$ cat src/rtl/mul12u_share_arb.sv
`default_nettype none
// ============================================================================
// mul12u_share_arb
// Round-robin arbiter sharing one operand-truncated 12x12 multiplier pipeline.
// Revision: 1.0
// ============================================================================
module mul12u_share_arb #(
  parameter int NREQ      = 4,
  parameter int W         = 12,
  parameter int PIPE      = 2,
  parameter int TRUNC_RST = 5
) (
  input  logic                     clk,
  input  logic                     rst_n,
  input  logic [NREQ-1:0]          req_valid,
  output logic [NREQ-1:0]          req_ready,
  input  logic [NREQ*W-1:0]        req_a,
  input  logic [NREQ*W-1:0]        req_b,
  input  logic                     cfg_we,
  input  logic [3:0]               cfg_trunc,
  output logic [3:0]               trunc_q,
  output logic                     rsp_valid,
  input  logic                     rsp_ready,
  output logic [$clog2(NREQ)-1:0]  rsp_id,
  output logic [2*W-1:0]           rsp_z,
  output logic                     busy,
  output logic [15:0]              op_cnt
);

  localparam int IW   = $clog2(NREQ);
  localparam int KMAX = (W < 15) ? W : 15;

  logic            stall;
  logic            accept;
  logic            found;
  logic [NREQ-1:0] grant;
  logic [IW-1:0]   ptr;
  logic [IW-1:0]   gidx;
  logic [3:0]      k;
  logic [W-1:0]    mask;
  logic [W-1:0]    a_sel;
  logic [W-1:0]    b_sel;

  logic            s0_v;
  logic [W-1:0]    s0_a;
  logic [W-1:0]    s0_b;
  logic [IW-1:0]   s0_id;

  logic [PIPE:1]   pv;
  logic [2*W-1:0]  pz  [1:PIPE];
  logic [IW-1:0]   pid [1:PIPE];

  assign stall   = rsp_valid & ~rsp_ready;
  assign trunc_q = k;

  // First requesting index at or after ptr, wrapping around.
  always_comb begin
    logic [IW-1:0] idx;
    grant = '0;
    gidx  = '0;
    found = 1'b0;
    idx   = '0;
    for (int j = 0; j < NREQ; j++) begin
      idx = ptr + IW'(j);
      if (!found && req_valid[idx]) begin
        found       = 1'b1;
        gidx        = idx;
        grant[idx]  = 1'b1;
      end
    end
  end

  assign accept    = found & ~stall & rst_n;
  assign req_ready = accept ? grant : '0;

  always_comb begin
    mask = '0;
    for (int i = 0; i < W; i++) begin
      mask[i] = (i >= int'(k));
    end
  end

  assign a_sel = req_a[gidx*W +: W];
  assign b_sel = req_b[gidx*W +: W];

  always_ff @(posedge clk or negedge rst_n) begin
    if (!rst_n) begin
      ptr    <= '0;
      k      <= 4'(TRUNC_RST);
      op_cnt <= '0;
    end else begin
      if (accept) begin
        ptr <= gidx + IW'(1);
        if (op_cnt != 16'hFFFF) begin
          op_cnt <= op_cnt + 16'd1;
        end
      end
      // The mask above already used the old k for this edge's accept.
      if (cfg_we) begin
        k <= (cfg_trunc > 4'(KMAX)) ? 4'(KMAX) : cfg_trunc;
      end
    end
  end

  always_ff @(posedge clk or negedge rst_n) begin
    if (!rst_n) begin
      s0_v      <= 1'b0;
      s0_a      <= '0;
      s0_b      <= '0;
      s0_id     <= '0;
      pv        <= '0;
      for (int i = 1; i <= PIPE; i++) begin
        pz[i]  <= '0;
        pid[i] <= '0;
      end
      rsp_valid <= 1'b0;
      rsp_id    <= '0;
      rsp_z     <= '0;
    end else if (!stall) begin
      s0_v <= accept;
      if (accept) begin
        s0_a  <= a_sel & mask;
        s0_b  <= b_sel & mask;
        s0_id <= gidx;
      end
      pv[1]  <= s0_v;
      pz[1]  <= (2*W)'(s0_a) * (2*W)'(s0_b);
      pid[1] <= s0_id;
      for (int i = 2; i <= PIPE; i++) begin
        pv[i]  <= pv[i-1];
        pz[i]  <= pz[i-1];
        pid[i] <= pid[i-1];
      end
      rsp_valid <= pv[PIPE];
      rsp_id    <= pid[PIPE];
      rsp_z     <= pz[PIPE];
    end
  end

  assign busy = s0_v | (|pv) | rsp_valid;

endmodule
`default_nettype wire

$ cat config.mk
export PLATFORM = sky130hd
export DESIGN_NAME = mul12u_share_arb
export DESIGN_NICKNAME = d
export VERILOG_FILES = /design/src/rtl/mul12u_share_arb.sv
export SDC_FILE = /design/constraint.sdc
export NUM_CORES = 1
export LEC_CHECK = 0
export BUFFER_PORTS_ARGS = -buffer_cell sky130_fd_sc_hd__buf_2
export CORE_MARGIN = 1.5
export CORE_UTILIZATION = 52
export DETAILED_ROUTE_END_ITERATION = 12
export PLACE_DENSITY = 0.77
export SLEW_MARGIN = 25
export SYNTH_ARGS = -nofsm -noshare
export SYNTH_HDL_FRONTEND = slang
export SYNTH_SLANG_ARGS = --single-unit
$ cat constraint.sdc
create_clock -name clk -period 4.6 [get_ports clk]
set_input_delay 0.92 -clock clk [delete_from_list [all_inputs] [get_ports clk]]
set_output_delay 0.92 -clock clk [all_outputs]
set_load 0.1 [all_outputs]
==> impl_metrics.env <==
export IMPL_hp_class="input port to asynchronous set/reset pin"
export IMPL_die_w_um=148.4
export IMPL_syn_to_final_growth_pct=27.73
export IMPL_finalMaxSlewViolations=0
export IMPL_grt_use_met2_pct=44.46
export IMPL_r2r_start="s0_a[7]$_DFFE_PN0P_"
export IMPL_worst_path_buf_inv=7
export IMPL_synth_nets=1475
export IMPL_worstMarginPinSlew_ns=0.8521
export IMPL_vdd_ir_drop_worst_mv=0.5445
export IMPL_portBuffers=159
export IMPL_totalWireLength_mm=26.93
export IMPL_die_y_um=148.4
export IMPL_grt_pass1_wl_mm=43.87
export IMPL_hold_violations=0
export IMPL_critical_path_slowest_cell="fa_1"
export IMPL_synth_cell_types=63
export IMPL_grt_pass1_vias=9174
export IMPL_pre_cts_slack_ns=-0.3677
export IMPL_synthArstFlopShare_pct=100.0
export IMPL_relSlewSlack_pct=43.07
export IMPL_netlist_area_mm2=0.01099
export IMPL_cts_max_path_buffers=2
export IMPL_vias=9024
export IMPL_grt_max_degree=84
export IMPL_most_common_layout_cells="nand2_1, buf_2, inv_1, dfrtp_1, buf_4"
export IMPL_coreArea_mm2=0.02089
export IMPL_final_common_cell="nand2_1"
export IMPL_worstSetupPathDepth=19
export IMPL_crit_end="pz[38]$_DFFE_PN0N_"
export IMPL_cts_buffers=17
export IMPL_synthCells=1196
export IMPL_placed_area_mm2=0.01288
export IMPL_die_area_mm2=0.02202
export IMPL_cp_end_kind="flop"
export IMPL_pin_count=160
export IMPL_seq_area_mm2=0.003266
export IMPL_seq_area_frac_synth_pct=29.61
export IMPL_rr_endpoint="pz[38]$_DFFE_PN0N_"
export IMPL_ys_ff_latch=130
export IMPL_drt_pass1_iter_count=5
export IMPL_setup_ws_ns=-0.2709
export IMPL_place_congestion=0.9023
export IMPL_power_leakage_nw=7.527
export IMPL_rsz0062_at_grt="yes"
export IMPL_final_area_mm2=0.01404
export IMPL_critical_path_top_delay_family="adder cells"
export IMPL_hold_buffers=0
export IMPL_crit_chain="buf_6 > nand2_4 > fa_1 > inv_1 > fa_1 > inv_2 > fa_1 > inv_2 > fa_1 > inv_2 > fa_2 > inv_2 > ha_4 > a211o_1 > buf_6 > or3_4 > a31oi_4 > xor2_1 > a21oi_1"
export IMPL_synth_avg_cell_area_um2=9.193
export IMPL_ys_flop_type="dfrtp_1"
export IMPL_cts_root_buf="clkbuf_16"
export IMPL_fin_worst_skew_ns=0.008471
export IMPL_synth_warnings=0
export IMPL_finish_utilization_pct=67.23
export IMPL_synth_edff_count=0
export IMPL_fin_cells=1731
export IMPL_reg2reg_slack_ns=-0.27
export IMPL_period_minus_slack_ns=4.871
export IMPL_placed_cells=1679
export IMPL_wl_per_cell_um=15.56
export IMPL_crit_required_ns=4.87
export IMPL_max_freq_mhz=205.3
export IMPL_antenna_found_initial=1
export IMPL_crit_type="flop to flop"
export IMPL_cts_num_sinks=130
export IMPL_cts_tree="done"
export IMPL_post_route_period_util_pct=105.9
export IMPL_ff2ff_path_depth=19
export IMPL_crit_path_max_fanout=4
export IMPL_arrival_ns=5.14
export IMPL_h_tree_depth=4
export IMPL_finalSetupViolCount=12
export IMPL_ant_nets=0
export IMPL_drive_above_1_share_pct=29.62
export IMPL_busiest_layer="met2"
export IMPL_power_per_cell_area_mw_per_mm2=769.7
export IMPL_hpwl_mm=20.65
export IMPL_nets=1722
export IMPL_drc=0
export IMPL_start_util_pct=52.63
export IMPL_gr_total_overflow=0
export IMPL_rows=53
export IMPL_cap_violations=0
export IMPL_violations="negative setup slack"
export IMPL_drtIter0Drc=500
export IMPL_clk_pin_slew_ns=0.06
export IMPL_routed_via_density=5.213
export IMPL_power_w=0.01081
export IMPL_worst_setup_path_start_kind="flop"
export IMPL_status="finished with violations"
export IMPL_use_met1_pct=31.96
export IMPL_num_fill_cells=1602
export IMPL_multi_input_area_mm2=0.007356
export IMPL_clock_latency_ns=0.43
export IMPL_grtUsageTotal_pct=25.17
export IMPL_crit_start="s0_a[7]$_DFFE_PN0P_"
export IMPL_grtUsageMet3_pct=3.466
export IMPL_max_stage_delay_ns=0.53
[worst min path at each step]
stage / endpoint / slack, ns / cells after the start
floorplan: pz[20]$_DFFE_PN0N_ / 0.44 / 2
global placement: rsp_z[11]$_DFFE_PN0N_ / 0.45 / 2
CTS: pz[1]$_DFFE_PN0N_ / 0.37 / 1
finish: pz[1]$_DFFE_PN0N_ / 0.37 / 1
global route: pz[1]$_DFFE_PN0N_ / 0.40 / 1
detailed placement: rsp_z[12]$_DFFE_PN0N_ / 0.45 / 2
[worst register-to-register path: cells and delay by family (launching register included)]
kind	cells	cell delay (ns)
AND/OR/NAND/NOR	2	0.40
XOR/XNOR	1	0.18
adder cells (fa/ha/maj)	6	2.68
flip-flops	1	0.41
AO/OA/AOI/OAI	3	0.58
buffers and inverters	7	0.46
[cells in the mapped netlist (all sizes together) (9+ instances only)]
| master | instances | area [um2] |
|---|---|---|
| a21o | 9 | 67.56 |
| a22o | 23 | 201.4 |
| a21oi | 31 | 155.2 |
| clkbuf | 50 | 187.7 |
| inv | 140 | 525.5 |
| mux2i | 74 | 740.7 |
| fa | 100 | 2002 |
| xor2 | 9 | 78.83 |
| o21ai | 18 | 90.09 |
| xnor2 | 21 | 183.9 |
| buf | 14 | 113.9 |
| nand3 | 12 | 60.06 |
| nor2 | 25 | 93.84 |
| dfrtp | 128 | 3203 |
| ha | 71 | 888.4 |
| nand2b | 9 | 56.30 |
| and2 | 60 | 375.4 |
| nand2 | 306 | 1149 |
[power breakdown]
group	internal [W]	switching, W
sequential	0.00159	0.000365
combinational	0.00308	0.00430
clock	0.000938	0.000539
total	0.00561	0.00520
[cell type report]
type                            count  area share, %
Timing Repair Buffer              292          13.65
Antenna cell                        1        0.01782
Sequential cell                   130          23.25
Clock buffer                       20          3.252
Clock inverter                     11          1.256
Multi-Input combinational cell    862          52.38
Inverter                          140          3.742
Tap cell                          275          2.450
[kinds of logic after synthesis]
family / count (synthesis) / share of synthesized area [%]
compound gates: 129 / 8.308
xor+xnor: 30 / 2.390
fa+ha+maj: 171 / 26.29
buf+inv: 204 / 7.523
flops: 130 / 29.61
mux: 81 / 7.761
simple gates: 451 / 18.12
[state kept, by name, summed over array words and instances (netlist names), 4 cells and up]
signal	count
pz	48
rsp_z	24
op_cnt	16
s0_a	12
s0_b	12
pid	4
trunc_q	4
[metrics by stage]
step	hold WS [ns]	TNS, ns
floorplan	0.4374	-0.3393
global placement	0.4456	-2.941
detailed placement	0.4509	-3.740
CTS	0.3736	-2.405
global route	0.3953	-3.983
finish	0.3738	-1.911
[repair_timing]
item                       in CTS  in global routing
resized for setup              52                 53
setup buffers                  13                  7
setup endpoints to repair      15                 15
pin swaps                      58                 56
[layer usage]
layer	wire [um]	share of wire (%)	vias up
met4	585	2.2	0
met5	0	0	-
li1	-	-	4340
met2	13730	51	274
met1	11560	43	4376
met3	1063	3.9	34
No activity file was read; power rests on OpenSTA's default activity.
